==> config.mk <==
export PLATFORM = sky130hd
export DESIGN_NAME = mips_mc_controller
export DESIGN_NICKNAME = d
export VERILOG_FILES = /design/src/rtl/mips_ctrl_pkg.sv /design/src/rtl/mips_ins_decoder.sv /design/src/rtl/mips_mc_controller.sv
export SDC_FILE = /design/constraint.sdc
export NUM_CORES = 1
export LEC_CHECK = 0
export BUFFER_PORTS_ARGS = -buffer_cell sky130_fd_sc_hd__buf_2
export CORE_ASPECT_RATIO = 1.1
export CORE_MARGIN = 2
export CORE_UTILIZATION = 30
export DETAILED_ROUTE_END_ITERATION = 10
export PLACE_DENSITY = 0.52
export SLEW_MARGIN = 20
export SYNTH_ARGS = -nofsm -noshare
export SYNTH_HDL_FRONTEND = slang
export SYNTH_SLANG_ARGS = --single-unit
export TNS_END_PERCENT = 100
==> constraint.sdc <==
create_clock -name clk -period 4.3 [get_ports clk]
set_input_delay 0.215 -clock clk [delete_from_list [all_inputs] [get_ports clk]]
set_output_delay 0.215 -clock clk [all_outputs]
set_load 0.02 [all_outputs]
==> src/rtl/mips_ctrl_pkg.sv <==
// Shared encodings for the multi-cycle MIPS controller: opcodes, functs,
// FSM state codes, ALU op codes, instruction classes and the control bundle.
package mips_ctrl_pkg;

    localparam logic [5:0] OP_RTYPE = 6'b000000;
    localparam logic [5:0] OP_ORI   = 6'b001101;
    localparam logic [5:0] OP_LUI   = 6'b001111;
    localparam logic [5:0] OP_LW    = 6'b100011;
    localparam logic [5:0] OP_SW    = 6'b101011;
    localparam logic [5:0] OP_BEQ   = 6'b000100;
    localparam logic [5:0] OP_J     = 6'b000010;

    localparam logic [5:0] FN_ADDU  = 6'b100001;
    localparam logic [5:0] FN_SUBU  = 6'b100011;

    localparam logic [3:0] S_FETCH    = 4'd0;
    localparam logic [3:0] S_DECODE   = 4'd1;
    localparam logic [3:0] S_EXEC_R   = 4'd2;
    localparam logic [3:0] S_EXEC_I   = 4'd3;
    localparam logic [3:0] S_MEM_ADDR = 4'd4;
    localparam logic [3:0] S_MEM_RD   = 4'd5;
    localparam logic [3:0] S_MEM_WR   = 4'd6;
    localparam logic [3:0] S_WB_R     = 4'd7;
    localparam logic [3:0] S_WB_I     = 4'd8;
    localparam logic [3:0] S_WB_MEM   = 4'd9;
    localparam logic [3:0] S_BRANCH   = 4'd10;
    localparam logic [3:0] S_JUMP     = 4'd11;
    localparam logic [3:0] S_TRAP     = 4'd12;

    localparam logic [1:0] ALU_ADD = 2'b00;
    localparam logic [1:0] ALU_SUB = 2'b01;
    localparam logic [1:0] ALU_OR  = 2'b10;
    localparam logic [1:0] ALU_LUI = 2'b11;

    typedef enum logic [3:0] {
        R_ALU,
        ORI,
        LUI,
        LW,
        SW,
        BEQ,
        J,
        NOP,
        ILL
    } instr_class_e;

    typedef struct packed {
        logic       ir_write;
        logic       pc_write;
        logic       npc_sel;
        logic       is_jump;
        logic       reg_write;
        logic       reg_dst;
        logic       alu_src;
        logic       ext_op;
        logic [1:0] alu_op;
        logic       mem_write;
        logic       mem_to_reg;
    } ctrl_t;

    // States in which an instruction retires and the fetch stage may advance.
    function automatic logic is_commit_state(input logic [3:0] s);
        return (s == S_WB_R)   || (s == S_WB_I)   || (s == S_WB_MEM) ||
               (s == S_MEM_WR) || (s == S_BRANCH) || (s == S_JUMP);
    endfunction

endpackage

==> src/rtl/mips_ins_decoder.sv <==
// Combinational instruction classifier: latched IR -> instruction class and
// the ALU operation used by the execute/writeback states.
module mips_ins_decoder
    import mips_ctrl_pkg::*;
(
    input  logic [31:0]  ir_i,
    output instr_class_e cls_o,
    output logic [1:0]   alu_op_o
);

    logic [5:0] opcode;
    logic [5:0] funct;

    assign opcode = ir_i[31:26];
    assign funct  = ir_i[5:0];

    always_comb begin
        cls_o    = ILL;
        alu_op_o = ALU_ADD;
        case (opcode)
            OP_RTYPE: begin
                // Only the all-zero word is a nop; any other sll form traps.
                if (ir_i == 32'd0) begin
                    cls_o = NOP;
                end else if (funct == FN_ADDU) begin
                    cls_o = R_ALU;
                end else if (funct == FN_SUBU) begin
                    cls_o    = R_ALU;
                    alu_op_o = ALU_SUB;
                end
            end
            OP_ORI: begin
                cls_o    = ORI;
                alu_op_o = ALU_OR;
            end
            OP_LUI: begin
                cls_o    = LUI;
                alu_op_o = ALU_LUI;
            end
            OP_LW:   cls_o = LW;
            OP_SW:   cls_o = SW;
            OP_BEQ: begin
                cls_o    = BEQ;
                alu_op_o = ALU_SUB;
            end
            OP_J:    cls_o = J;
            default: cls_o = ILL;
        endcase
    end

endmodule

==> src/rtl/mips_mc_controller.sv <==
// Multi-cycle MIPS main controller: FSM sequencing, Moore control strobes,
// retired-instruction counter and sticky illegal-instruction trap.
module mips_mc_controller
    import mips_ctrl_pkg::*;
#(
    parameter int COUNT_W = 32
) (
    input  logic               clk,
    input  logic               rst,
    input  logic [31:0]        instr,
    input  logic               alu_zero,
    output logic               ir_write,
    output logic               pc_write,
    output logic               npc_sel,
    output logic               is_jump,
    output logic               reg_write,
    output logic               reg_dst,
    output logic               alu_src,
    output logic               ext_op,
    output logic [1:0]         alu_op,
    output logic               mem_write,
    output logic               mem_to_reg,
    output logic [3:0]         state_out,
    output logic               illegal,
    output logic [COUNT_W-1:0] instr_count
);

    logic [3:0]         state_q, state_d;
    logic [31:0]        ir_q;
    logic               illegal_q;
    logic [COUNT_W-1:0] count_q;

    instr_class_e dec_cls;
    logic [1:0]   dec_alu_op;
    ctrl_t        ctrl;

    // alu_zero only steers the NPC mux; a branch commits either way.
    logic unused_alu_zero;
    assign unused_alu_zero = alu_zero;

    mips_ins_decoder u_decoder (
        .ir_i     (ir_q),
        .cls_o    (dec_cls),
        .alu_op_o (dec_alu_op)
    );

    always_comb begin
        state_d = state_q;
        case (state_q)
            S_FETCH: state_d = S_DECODE;
            S_DECODE: begin
                case (dec_cls)
                    R_ALU, NOP: state_d = S_EXEC_R;
                    ORI, LUI:   state_d = S_EXEC_I;
                    LW, SW:     state_d = S_MEM_ADDR;
                    BEQ:        state_d = S_BRANCH;
                    J:          state_d = S_JUMP;
                    default:    state_d = S_TRAP;
                endcase
            end
            S_EXEC_R:   state_d = S_WB_R;
            S_EXEC_I:   state_d = S_WB_I;
            S_MEM_ADDR: state_d = (dec_cls == LW) ? S_MEM_RD : S_MEM_WR;
            S_MEM_RD:   state_d = S_WB_MEM;
            S_WB_R, S_WB_I, S_WB_MEM, S_MEM_WR, S_BRANCH, S_JUMP:
                        state_d = S_FETCH;
            S_TRAP:     state_d = S_TRAP;
            default:    state_d = S_TRAP;
        endcase
    end

    always_comb begin
        ctrl          = '0;
        ctrl.pc_write = is_commit_state(state_q);
        case (state_q)
            S_FETCH: ctrl.ir_write = 1'b1;
            S_EXEC_R: ctrl.alu_op = dec_alu_op;
            S_WB_R: begin
                ctrl.alu_op    = dec_alu_op;
                ctrl.reg_dst   = 1'b1;
                ctrl.reg_write = (dec_cls != NOP);
            end
            S_EXEC_I: begin
                ctrl.alu_op  = dec_alu_op;
                ctrl.alu_src = 1'b1;
            end
            S_WB_I: begin
                ctrl.alu_op    = dec_alu_op;
                ctrl.alu_src   = 1'b1;
                ctrl.reg_write = 1'b1;
            end
            S_MEM_ADDR, S_MEM_RD: begin
                ctrl.alu_op  = ALU_ADD;
                ctrl.alu_src = 1'b1;
                ctrl.ext_op  = 1'b1;
            end
            S_MEM_WR: begin
                ctrl.alu_op    = ALU_ADD;
                ctrl.alu_src   = 1'b1;
                ctrl.ext_op    = 1'b1;
                ctrl.mem_write = 1'b1;
            end
            S_WB_MEM: begin
                ctrl.alu_op     = ALU_ADD;
                ctrl.alu_src    = 1'b1;
                ctrl.ext_op     = 1'b1;
                ctrl.reg_write  = 1'b1;
                ctrl.mem_to_reg = 1'b1;
            end
            S_BRANCH: begin
                ctrl.alu_op  = ALU_SUB;
                ctrl.npc_sel = 1'b1;
            end
            S_JUMP: ctrl.is_jump = 1'b1;
            default: ;
        endcase
    end

    always_ff @(posedge clk) begin
        if (!rst) begin
            state_q   <= S_FETCH;
            ir_q      <= '0;
            illegal_q <= 1'b0;
            count_q   <= '0;
        end else begin
            state_q <= state_d;
            if (state_q == S_FETCH) begin
                ir_q <= instr;
            end
            if (state_d == S_TRAP) begin
                illegal_q <= 1'b1;
            end
            if (ctrl.pc_write) begin
                count_q <= count_q + 1'b1;
            end
        end
    end

    assign ir_write    = ctrl.ir_write;
    assign pc_write    = ctrl.pc_write;
    assign npc_sel     = ctrl.npc_sel;
    assign is_jump     = ctrl.is_jump;
    assign reg_write   = ctrl.reg_write;
    assign reg_dst     = ctrl.reg_dst;
    assign alu_src     = ctrl.alu_src;
    assign ext_op      = ctrl.ext_op;
    assign alu_op      = ctrl.alu_op;
    assign mem_write   = ctrl.mem_write;
    assign mem_to_reg  = ctrl.mem_to_reg;
    assign state_out   = state_q;
    assign illegal     = illegal_q;
    assign instr_count = count_q;

endmodule

==> flow_metrics.env, run 1 <==
export IMPL_fin_cells=631
export IMPL_critical_path_slowest_cell="or4_4"
export IMPL_synth_mux_area_share_pct=0.294
export IMPL_syn_avg_cell_area_um2=8.37
export IMPL_p_leak_nw=1.76
export IMPL_ys_flop_type="dfxtp_1"
export IMPL_fill_cells=1188
export IMPL_post_drt_wl_per_cell_um=12.3
export IMPL_core_area_um2=11000
export IMPL_finalHoldViolations=0
export IMPL_final_antenna_net_count=0
export IMPL_placed_area_um2=3920
export IMPL_synth_cell_types=55
export IMPL_grt_pass1_vias=2743
export IMPL_firstDrtPassIters=5
export IMPL_syn_inst=407
export IMPL_setup_slack_ns=1.65
export IMPL_globalplace_congestion=0.806
export IMPL_outcome="complete, no violations"
export IMPL_slew_viol_final=0
export IMPL_antenna_found_initial=0
export IMPL_die_area_um2=12200
export IMPL_path_class="flop to flop"
export IMPL_cts_sinks=69
export IMPL_vias=3005
export IMPL_synth_top_area_share_pct=40.6
export IMPL_finalClockSkew_ns=0.00587
export IMPL_vias_per_cell=4.76
export IMPL_cp_required_ns=4.50
export IMPL_die_w_um=106
export IMPL_layout_nets=516
export IMPL_syn_to_final_growth_pct=25.2
export IMPL_grt_usage_pct=12.9
export IMPL_holdWs_ns=0.137
export IMPL_grt_pass1_wl_um=12800
export IMPL_synth_area_leaders="dfxtp_1 (41%), nand2_1 (9.9%), a21boi_0 (8.8%), xnor2_1 (4.9%), and2_1 (4.0%)"
export IMPL_ctsHtreeMaxLevel=3
export IMPL_crit_top_cell="nor3_1"
export IMPL_rows=40
export IMPL_post_cts_buffers=0
export IMPL_combPwrFrac_pct=34.4
export IMPL_max_stage_delay_ns=0.44
export IMPL_io_pins=84
export IMPL_cap_violations=0
export IMPL_root_buffer="clkbuf_16"
export IMPL_fin_area_um2=4270
export IMPL_cts_repair_resized=0
export IMPL_clk_latency_ns=0.32
export IMPL_synth_fp_nets=444
export IMPL_synthSimpleGateAreaFrac_pct=32.1
export IMPL_worst_pin_slew_ns=0.976
export IMPL_slew_headroom_pct=34.9
export IMPL_overflow=0
export IMPL_synth_xor_area_share_pct=6.69
export IMPL_fmax_ghz=0.377
export IMPL_ys_seq_area_share_pct=40.6
export IMPL_crit_fanout=10
export IMPL_start_util_pct=30.9
export IMPL_setup_viol=0
export IMPL_antenna_cells=0
export IMPL_cts_made_buffers=9
export IMPL_pwr_share_clk_pct=32.1
export IMPL_cts_tree="done"
export IMPL_pwr_share_seq_pct=33.5
export IMPL_io_buffers=82
export IMPL_crit_path_end_kind="flop"
export IMPL_power_density_nw_per_um2=624
export IMPL_die_h_um=116
export IMPL_synth_compound_area_share_pct=15.7
export IMPL_syn_area_um2=3410
export IMPL_start_kind="flop"
export IMPL_holdBufCountCts=0
export IMPL_synth_top_family_by_area="simple AND/OR/NAND/NOR gates"
export IMPL_layout_min_cycle_time_ns=2.65
export IMPL_p_switching_w=0.000988
export IMPL_yosys_warnings=0
export IMPL_ir_drop_mv=0.284
export IMPL_hp_class="input port to flop"
export IMPL_synth_fa_ha_area_share_pct=0.735
export IMPL_arrival_ns=2.85
export IMPL_async_reset_ff_share_pct=0
export IMPL_drive_gt1_share_pct=23.3
export IMPL_drt_iter0_drc=130
export IMPL_drt_total_wl_um=7780
export IMPL_synth_edff_count=0
export IMPL_yosysTopAreaCell="dfxtp_1"
export IMPL_dpl_cell_count=615
export IMPL_place_worst_setup_slack_ns=1.66
export IMPL_rsz0062_at_grt="no"
export IMPL_clockBufferDepth=2
export IMPL_final_period_utilization_pct=61.7
export IMPL_drc=0
export IMPL_place_hpwl_um=5530
export IMPL_intPower_w=0.00168
export IMPL_path_cells="or3_4, or4_4, nor3_4, a2111oi_0, ha_1, nor3_1, nor3_1, nor2_1, o31ai_1"
export IMPL_grt_max_degree=71
export IMPL_ys_ff_latch=69
export IMPL_swShare_pct=37.1
export IMPL_clk_pin_slew_ns=0.06
export IMPL_fin_tns_setup_ns=0
## layout make-up
class,instances,area [µm²],area share [%]
sequential,69,1380,32.4
clock inverter,5,106,2.49
tap,147,184,4.31
clock buffer,11,243,5.69
multi-input combinational,307,1890,44.4
inverter,7,26.3,0.616
timing repair buffer,85,433,10.1
## power groups by stage
stage                     clock network (W)  registers, W  logic (W)
after global routing               0.000898      0.000915    0.00104
after global placement                    0      0.000903   0.000918
after floorplan                           0      0.000848   0.000757
after detailed placement                  0      0.000907   0.000931
after CTS                          0.000874      0.000894   0.000932
final                              0.000854      0.000894   0.000916
## path summary, 6_finish.rpt
kind | cells past startpoint | slack (ns) | endpoint | start
worst min-delay path | 3 | 0.14 | ir_q[13]$_SDFFE_PN0P_ | instr[13]
worst max-delay path | 9 | 1.65 | illegal$_SDFFE_PN0N_ | ir_q[26]$_SDFFE_PN0P_
worst max register to register | 9 | 1.65 | illegal$_SDFFE_PN0N_ | ir_q[26]$_SDFFE_PN0P_
worst min register to register | 2 | 0.46 | illegal$_SDFFE_PN0N_ | illegal$_SDFFE_PN0N_
## cell usage after synthesis (all sizes together), types with 2 or more instances
library cell	number
and2	22
nor4b	3
dfxtp	69
nor2	12
nand4	7
xnor2	19
clkbuf	17
inv	7
and3	3
nor3	13
o22ai	2
or3	11
nand2b	3
nor4	9
o211ai	2
and4	4
o31ai	3
a2111oi	3
o2111ai	2
nor2b	6
nand3	11
nand2	90
buf	7
o21ai	12
a21oi	3
a21boi	40
xor2	7
or4	2
ha	2
and4b	3
## sequential cells by signal, summed over array words and instances (netlist names)
name and cells:
instr_count 32, ir_q 32, state_out 4, illegal 1
## placed cells by master (no fill, tap or decap), types with 4 or more instances in the layout
| cell | synthesis | layout |
|---|---|---|
| nand2_1 | 90 | 90 |
| buf_2 | 4 | 82 |
| dfxtp_1 | 69 | 69 |
| a21boi_0 | 40 | 40 |
| and2_1 | 22 | 22 |
| xnor2_1 | 19 | 19 |
| nor2_1 | 12 | 12 |
| nor3_1 | 12 | 12 |
| o21ai_0 | 12 | 12 |
| nand3_1 | 11 | 11 |
| or3_1 | 9 | 9 |
| clkbuf_16 | 0 | 9 |
| nor4_1 | 8 | 8 |
| inv_1 | 7 | 7 |
| xor2_1 | 7 | 7 |
| nand4_1 | 6 | 6 |
| nor2b_1 | 6 | 6 |
| and4_1 | 4 | 4 |
## cells by family after synthesis
family,Yosys count
AOI/OAI and AO/OA,73
xor gates and xnor gates,26
adders and majority gates,2
buffers and inverters,31
DFF,69
muxes,1
and+or+nand+nor,205
## critical path, delay by kind of cell, from the launching register on
| kind | cells | cell delay (ns) |
|---|---|---|
| AO/OA/AOI/OAI | 2 | 0.19 |
| AND/OR/NAND/NOR | 6 | 1.59 |
| flip-flops | 1 | 0.39 |
| adder cells (fa/ha/maj) | 1 | 0.35 |
## metrics by stage
stage / power [W] / util (%)
floorplan: 0.00161 / -
global placement: 0.00182 / 35.6
detailed placement: 0.00184 / 35.6
CTS: 0.00270 / 38.7
global route: 0.00286 / 38.7
finish: 0.00266 / 38.7
## per-layer routing
metal	track usage, %	share of wire [%]	up-vias
met4	4.21	0.73	0
met3	3.77	5.4	4
met1	16.6	48	1375
met2	20.9	46	72
li1	-	-	1554
met5	0	0	-
No activity file was read; power rests on OpenSTA's default activity.
==> inputs of run 2 (changes only) <==
==> constraint.sdc (replaced) <==
create_clock -name clk -period 2.6 [get_ports clk]
set_input_delay 0.13 -clock clk [delete_from_list [all_inputs] [get_ports clk]]
set_output_delay 0.13 -clock clk [all_outputs]
set_load 0.02 [all_outputs]
==> flow_metrics.env, run 2 (same netlist as run 1, synthesis figures left out) <==
export IMPL_final_antenna_net_count=0
export IMPL_grt_met1_usage_pct=16.6
export IMPL_clk_latency_ns=0.33
export IMPL_crit_path_end_kind="flop"
export IMPL_final_common_cell="nand2_1"
export IMPL_io_pins=84
export IMPL_vias=3056
export IMPL_holdBufCountCts=0
export IMPL_finalClockSkew_ns=0.00502
export IMPL_syn_to_final_growth_pct=24.5
export IMPL_core_area_um2=11000
export IMPL_cp_required_ns=2.81
export IMPL_grt_max_degree=45
export IMPL_layout_nets=525
export IMPL_outcome="complete, no violations"
export IMPL_fin_tns_setup_ns=0
export IMPL_post_drt_wl_per_cell_um=12.6
export IMPL_layout_min_cycle_time_ns=2.46
export IMPL_io_buffers=82
export IMPL_clk_pin_slew_ns=0.06
export IMPL_ctsHtreeMaxLevel=3
export IMPL_die_area_um2=12200
export IMPL_cts_made_buffers=9
export IMPL_cts_tree="done"
export IMPL_start_util_pct=30.9
export IMPL_root_buffer="clkbuf_16"
export IMPL_rsz0062_at_grt="no"
export IMPL_firstDrtPassIters=4
export IMPL_grt_usage_pct=13.3
export IMPL_vias_per_cell=4.78
export IMPL_worst_pin_slew_ns=0.999
export IMPL_antenna_found_initial=0
export IMPL_post_cts_buffers=0
export IMPL_crit_fanout=7
export IMPL_cts_repair_resized=0
export IMPL_power_density_nw_per_um2=967
export IMPL_fmax_ghz=0.406
export IMPL_place_hpwl_um=5800
export IMPL_finalHoldViolations=0
export IMPL_final_period_utilization_pct=94.7
export IMPL_setup_viol=0
export IMPL_drt_total_wl_um=8030
export IMPL_place_worst_setup_slack_ns=0.122
export IMPL_drc=0
export IMPL_slew_headroom_pct=33.3
export IMPL_drive_gt1_share_pct=24.6
export IMPL_path_class="flop to flop"
export IMPL_arrival_ns=2.67
export IMPL_clockBufferDepth=2
export IMPL_antenna_cells=0
export IMPL_die_w_um=106
export IMPL_grt_pass1_wl_um=13200
export IMPL_hp_class="input port to flop"
export IMPL_holdWs_ns=0.0492
export IMPL_setup_slack_ns=0.139
export IMPL_rows=40
export IMPL_ir_drop_mv=0.531
export IMPL_grtUsageMet2_pct=22.9
export IMPL_slew_viol_final=0
export IMPL_final_cell_mix="nand2_1 (90), buf_2 (82), dfxtp_1 (69)"
export IMPL_drt_iter0_drc=117
export IMPL_grt_pass1_vias=2837
export IMPL_globalplace_congestion=0.790
export IMPL_die_h_um=116
export IMPL_overflow=0
export IMPL_p_leak_nw=1.77
export IMPL_cts_sinks=69
export IMPL_cap_violations=0
export IMPL_gr_max_usage_layer="met2"
export IMPL_globalRouteMet3Util_pct=3.26
export IMPL_start_kind="flop"
run 2: critical path: stages, from the launching register on:
cell and delay [ns]:
dfxtp_1 0.36, or3_4 0.44, or4_4 0.44, nor3_4 0.16
a2111oi_0 0.09, ha_1 0.37, nor3_1 0.21, nor3_1 0.07
nor2_1 0.14, o31ai_1 0.07
run 2: report_power, final:
group          switching [W]  internal (W)
Sequential          0.000176       0.00125
Clock               0.000438      0.000634
Combinational        0.00102      0.000580
run 2: area by class of cell:
cell class | instances | area [µm²]
Fill cell | 1197 | 6770
Multi-Input combinational cell | 307 | 1890
Sequential cell | 69 | 1380
Timing Repair Buffer | 94 | 500
Clock buffer | 10 | 229
Tap cell | 147 | 184
Clock inverter | 5 | 28.8
Inverter | 7 | 26.3
run 2: per-layer routing:
layer	vias up	part of all wire, %
li1	1573	-
met1	1402	47
met2	73	47
met3	8	4.6
met4	0	1.1
met5	-	0
run 2: per-stage QoR:
step                power [W]  area, µm²  instances  utilization, %
detailed placement    0.00308       3980        624            36.2
floorplan             0.00265       3410        407               -
CTS                   0.00417       4240        639            38.5
finish                0.00410       4240        639            38.5
global placement      0.00305       3980        624            36.2
global route          0.00441       4240        639            38.5
run 2: path summary, 6_finish.rpt:
path | start | endpoint | slack (ns) | cells past startpoint
setup / recovery | ir_q[31]$_SDFFE_PN0P_ | illegal$_SDFFE_PN0N_ | 0.14 | 9
hold / removal | instr[18] | ir_q[18]$_SDFFE_PN0P_ | 0.05 | 3
setup reg to reg | ir_q[31]$_SDFFE_PN0P_ | illegal$_SDFFE_PN0N_ | 0.14 | 9
hold reg to reg | illegal$_SDFFE_PN0N_ | illegal$_SDFFE_PN0N_ | 0.45 | 2
==> inputs of run 3 (changes only) <==
--- a/config.mk
+++ b/config.mk
@@ -8,9 +8,9 @@
 export BUFFER_PORTS_ARGS = -buffer_cell sky130_fd_sc_hd__buf_2
 export CORE_ASPECT_RATIO = 1.1
 export CORE_MARGIN = 2
-export CORE_UTILIZATION = 30
+export CORE_UTILIZATION = 53
 export DETAILED_ROUTE_END_ITERATION = 10
-export PLACE_DENSITY = 0.52
+export PLACE_DENSITY = 0.81
 export SLEW_MARGIN = 20
 export SYNTH_ARGS = -nofsm -noshare
 export SYNTH_HDL_FRONTEND = slang
==> flow_metrics.env, run 3 (same netlist as run 1, synthesis figures left out) <==
export IMPL_rows=30
export IMPL_core_area_um2=6190
export IMPL_final_period_utilization_pct=93.4
export IMPL_cap_violations=0
export IMPL_grt_usage_pct=21.7
export IMPL_pwr_share_clk_pct=28.5
export IMPL_holdWs_ns=0.0122
export IMPL_clk_latency_ns=0.36
export IMPL_globalplace_congestion=0.907
export IMPL_layout_min_cycle_time_ns=2.43
export IMPL_p_switching_w=0.00161
export IMPL_place_hpwl_um=5370
export IMPL_fin_area_um2=4180
export IMPL_syn_to_final_growth_pct=22.7
export IMPL_ctsHtreeMaxLevel=3
export IMPL_final_antenna_net_count=0
export IMPL_power_density_nw_per_um2=1010
export IMPL_power_total_w=0.00424
export IMPL_antenna_cells=0
export IMPL_fmax_ghz=0.412
export IMPL_fill_cells=515
export IMPL_root_buffer="clkbuf_8"
export IMPL_grt_max_degree=42
export IMPL_start_kind="flop"
export IMPL_io_pins=84
export IMPL_combPwrFrac_pct=37.4
export IMPL_setup_viol=0
export IMPL_worst_pin_slew_ns=0.925
export IMPL_die_w_um=80.4
export IMPL_io_buffers=82
export IMPL_cts_tree="done"
export IMPL_crit_path_end_kind="flop"
export IMPL_die_area_um2=7080
export IMPL_slew_viol_final=0
export IMPL_cp_required_ns=2.87
export IMPL_ir_drop_mv=0.670
export IMPL_layout_nets=523
export IMPL_finalClockSkew_ns=0.00961
export IMPL_intPower_w=0.00263
export IMPL_pwr_share_seq_pct=34.1
export IMPL_rsz0062_at_grt="no"
export IMPL_antenna_found_initial=0
export IMPL_final_cell_mix="nand2_1 (90), buf_2 (82), dfxtp_1 (67)"
export IMPL_fin_tns_setup_ns=0
export IMPL_cts_made_buffers=9
export IMPL_grt_pass1_vias=2768
export IMPL_final_common_cell="nand2_1"
export IMPL_finalHoldViolations=0
export IMPL_firstDrtPassIters=5
export IMPL_post_drt_wl_per_cell_um=13.1
export IMPL_vias=3091
export IMPL_holdBufCountCts=0
export IMPL_hp_class="input port to flop"
export IMPL_drc=0
export IMPL_overflow=0
export IMPL_placed_area_um2=3880
export IMPL_drt_total_wl_um=7460
export IMPL_arrival_ns=2.69
export IMPL_cts_sinks=69
export IMPL_start_util_pct=55.0
export IMPL_clk_pin_slew_ns=0.08
export IMPL_outcome="complete, no violations"
export IMPL_vias_per_cell=5.41
export IMPL_crit_fanout=4
export IMPL_path_class="flop to flop"
export IMPL_swShare_pct=37.9
export IMPL_drt_iter0_drc=172
export IMPL_clockBufferDepth=2
export IMPL_p_leak_nw=1.77
export IMPL_slew_headroom_pct=38.3
export IMPL_drive_gt1_share_pct=25.5
export IMPL_die_h_um=88.1
export IMPL_grt_pass1_wl_um=12100
==> run 3: changes by cell type in the layout (fill, tap and decap cells not counted), sizes merged <==
cell / delta
buf: -2
inv: +1
clkbuf: +1
bufinv: +4
clkinv: -5
==> run 3: worst paths after layout <==
kind,from,end,slack [ns],cells after the start
worst max-delay path,ir_q[29]$_SDFFE_PN0P_,illegal$_SDFFE_PN0N_,0.17,9
worst min-delay path,instr[30],ir_q[30]$_SDFFE_PN0P_,0.01,3
worst max register to register,ir_q[29]$_SDFFE_PN0P_,illegal$_SDFFE_PN0N_,0.17,9
worst min register to register,ir_q[7]$_SDFFE_PN0P_,ir_q[7]$_SDFFE_PN0P_,0.47,2
==> run 3: repair_timing <==
action / in CTS / in global routing
endpoints found under the setup margin: 0 / 3
buffers inserted: 0 / 1
gates resized for setup: 0 / 5
==> run 3: through the flow <==
stage / utilization (%) / std cells / setup slack, ns
6_report: 67.5 / 571 / 0.172
5_1_grt: 67.5 / 571 / 0.0176
4_1_cts: 67.1 / 570 / 0.0840
3_5_place_dp: 62.6 / 554 / 0.103
3_3_place_gp: 62.6 / 554 / 0.174
2_1_floorplan: - / 407 / 0.180
==> run 3: final cells by class <==
type | count | area, µm² | area share (%)
Clock buffer | 11 | 151 | 3.62
Clock inverter | 5 | 129 | 3.08
Sequential cell | 69 | 1380 | 33.1
Timing Repair Buffer | 92 | 485 | 11.6
Inverter | 7 | 26.3 | 0.629
Tap cell | 80 | 100 | 2.40
Multi-Input combinational cell | 307 | 1900 | 45.5
==> run 3: worst max-delay path: stages (launching register included) <==
cell,delay [ns]
dfxtp_1,0.31
or3_4,0.41
or4_4,0.44
nor3_4,0.15
nor3_1,0.09
ha_1,0.35
a22oi_1,0.09
nor3_1,0.20
nor2_1,0.07
o31ai_1,0.22
==> run 3: metal layers <==
layer / vias up / routed length [µm] / GRT usage (%)
met3: 11 / 457 / 5.57
met5: - / 0 / 0
met4: 0 / 102 / 10.2
met2: 87 / 3640 / 37.6
li1: 1565 / - / -
met1: 1428 / 3250 / 25.2
==> run 3: power groups by stage <==
stage               logic, W  registers, W  clock network, W
floorplan            0.00125       0.00140                 0
global placement     0.00153       0.00145                 0
detailed placement   0.00156       0.00146                 0
CTS                  0.00158       0.00144           0.00122
global route         0.00177       0.00148           0.00127
finish               0.00159       0.00144           0.00121
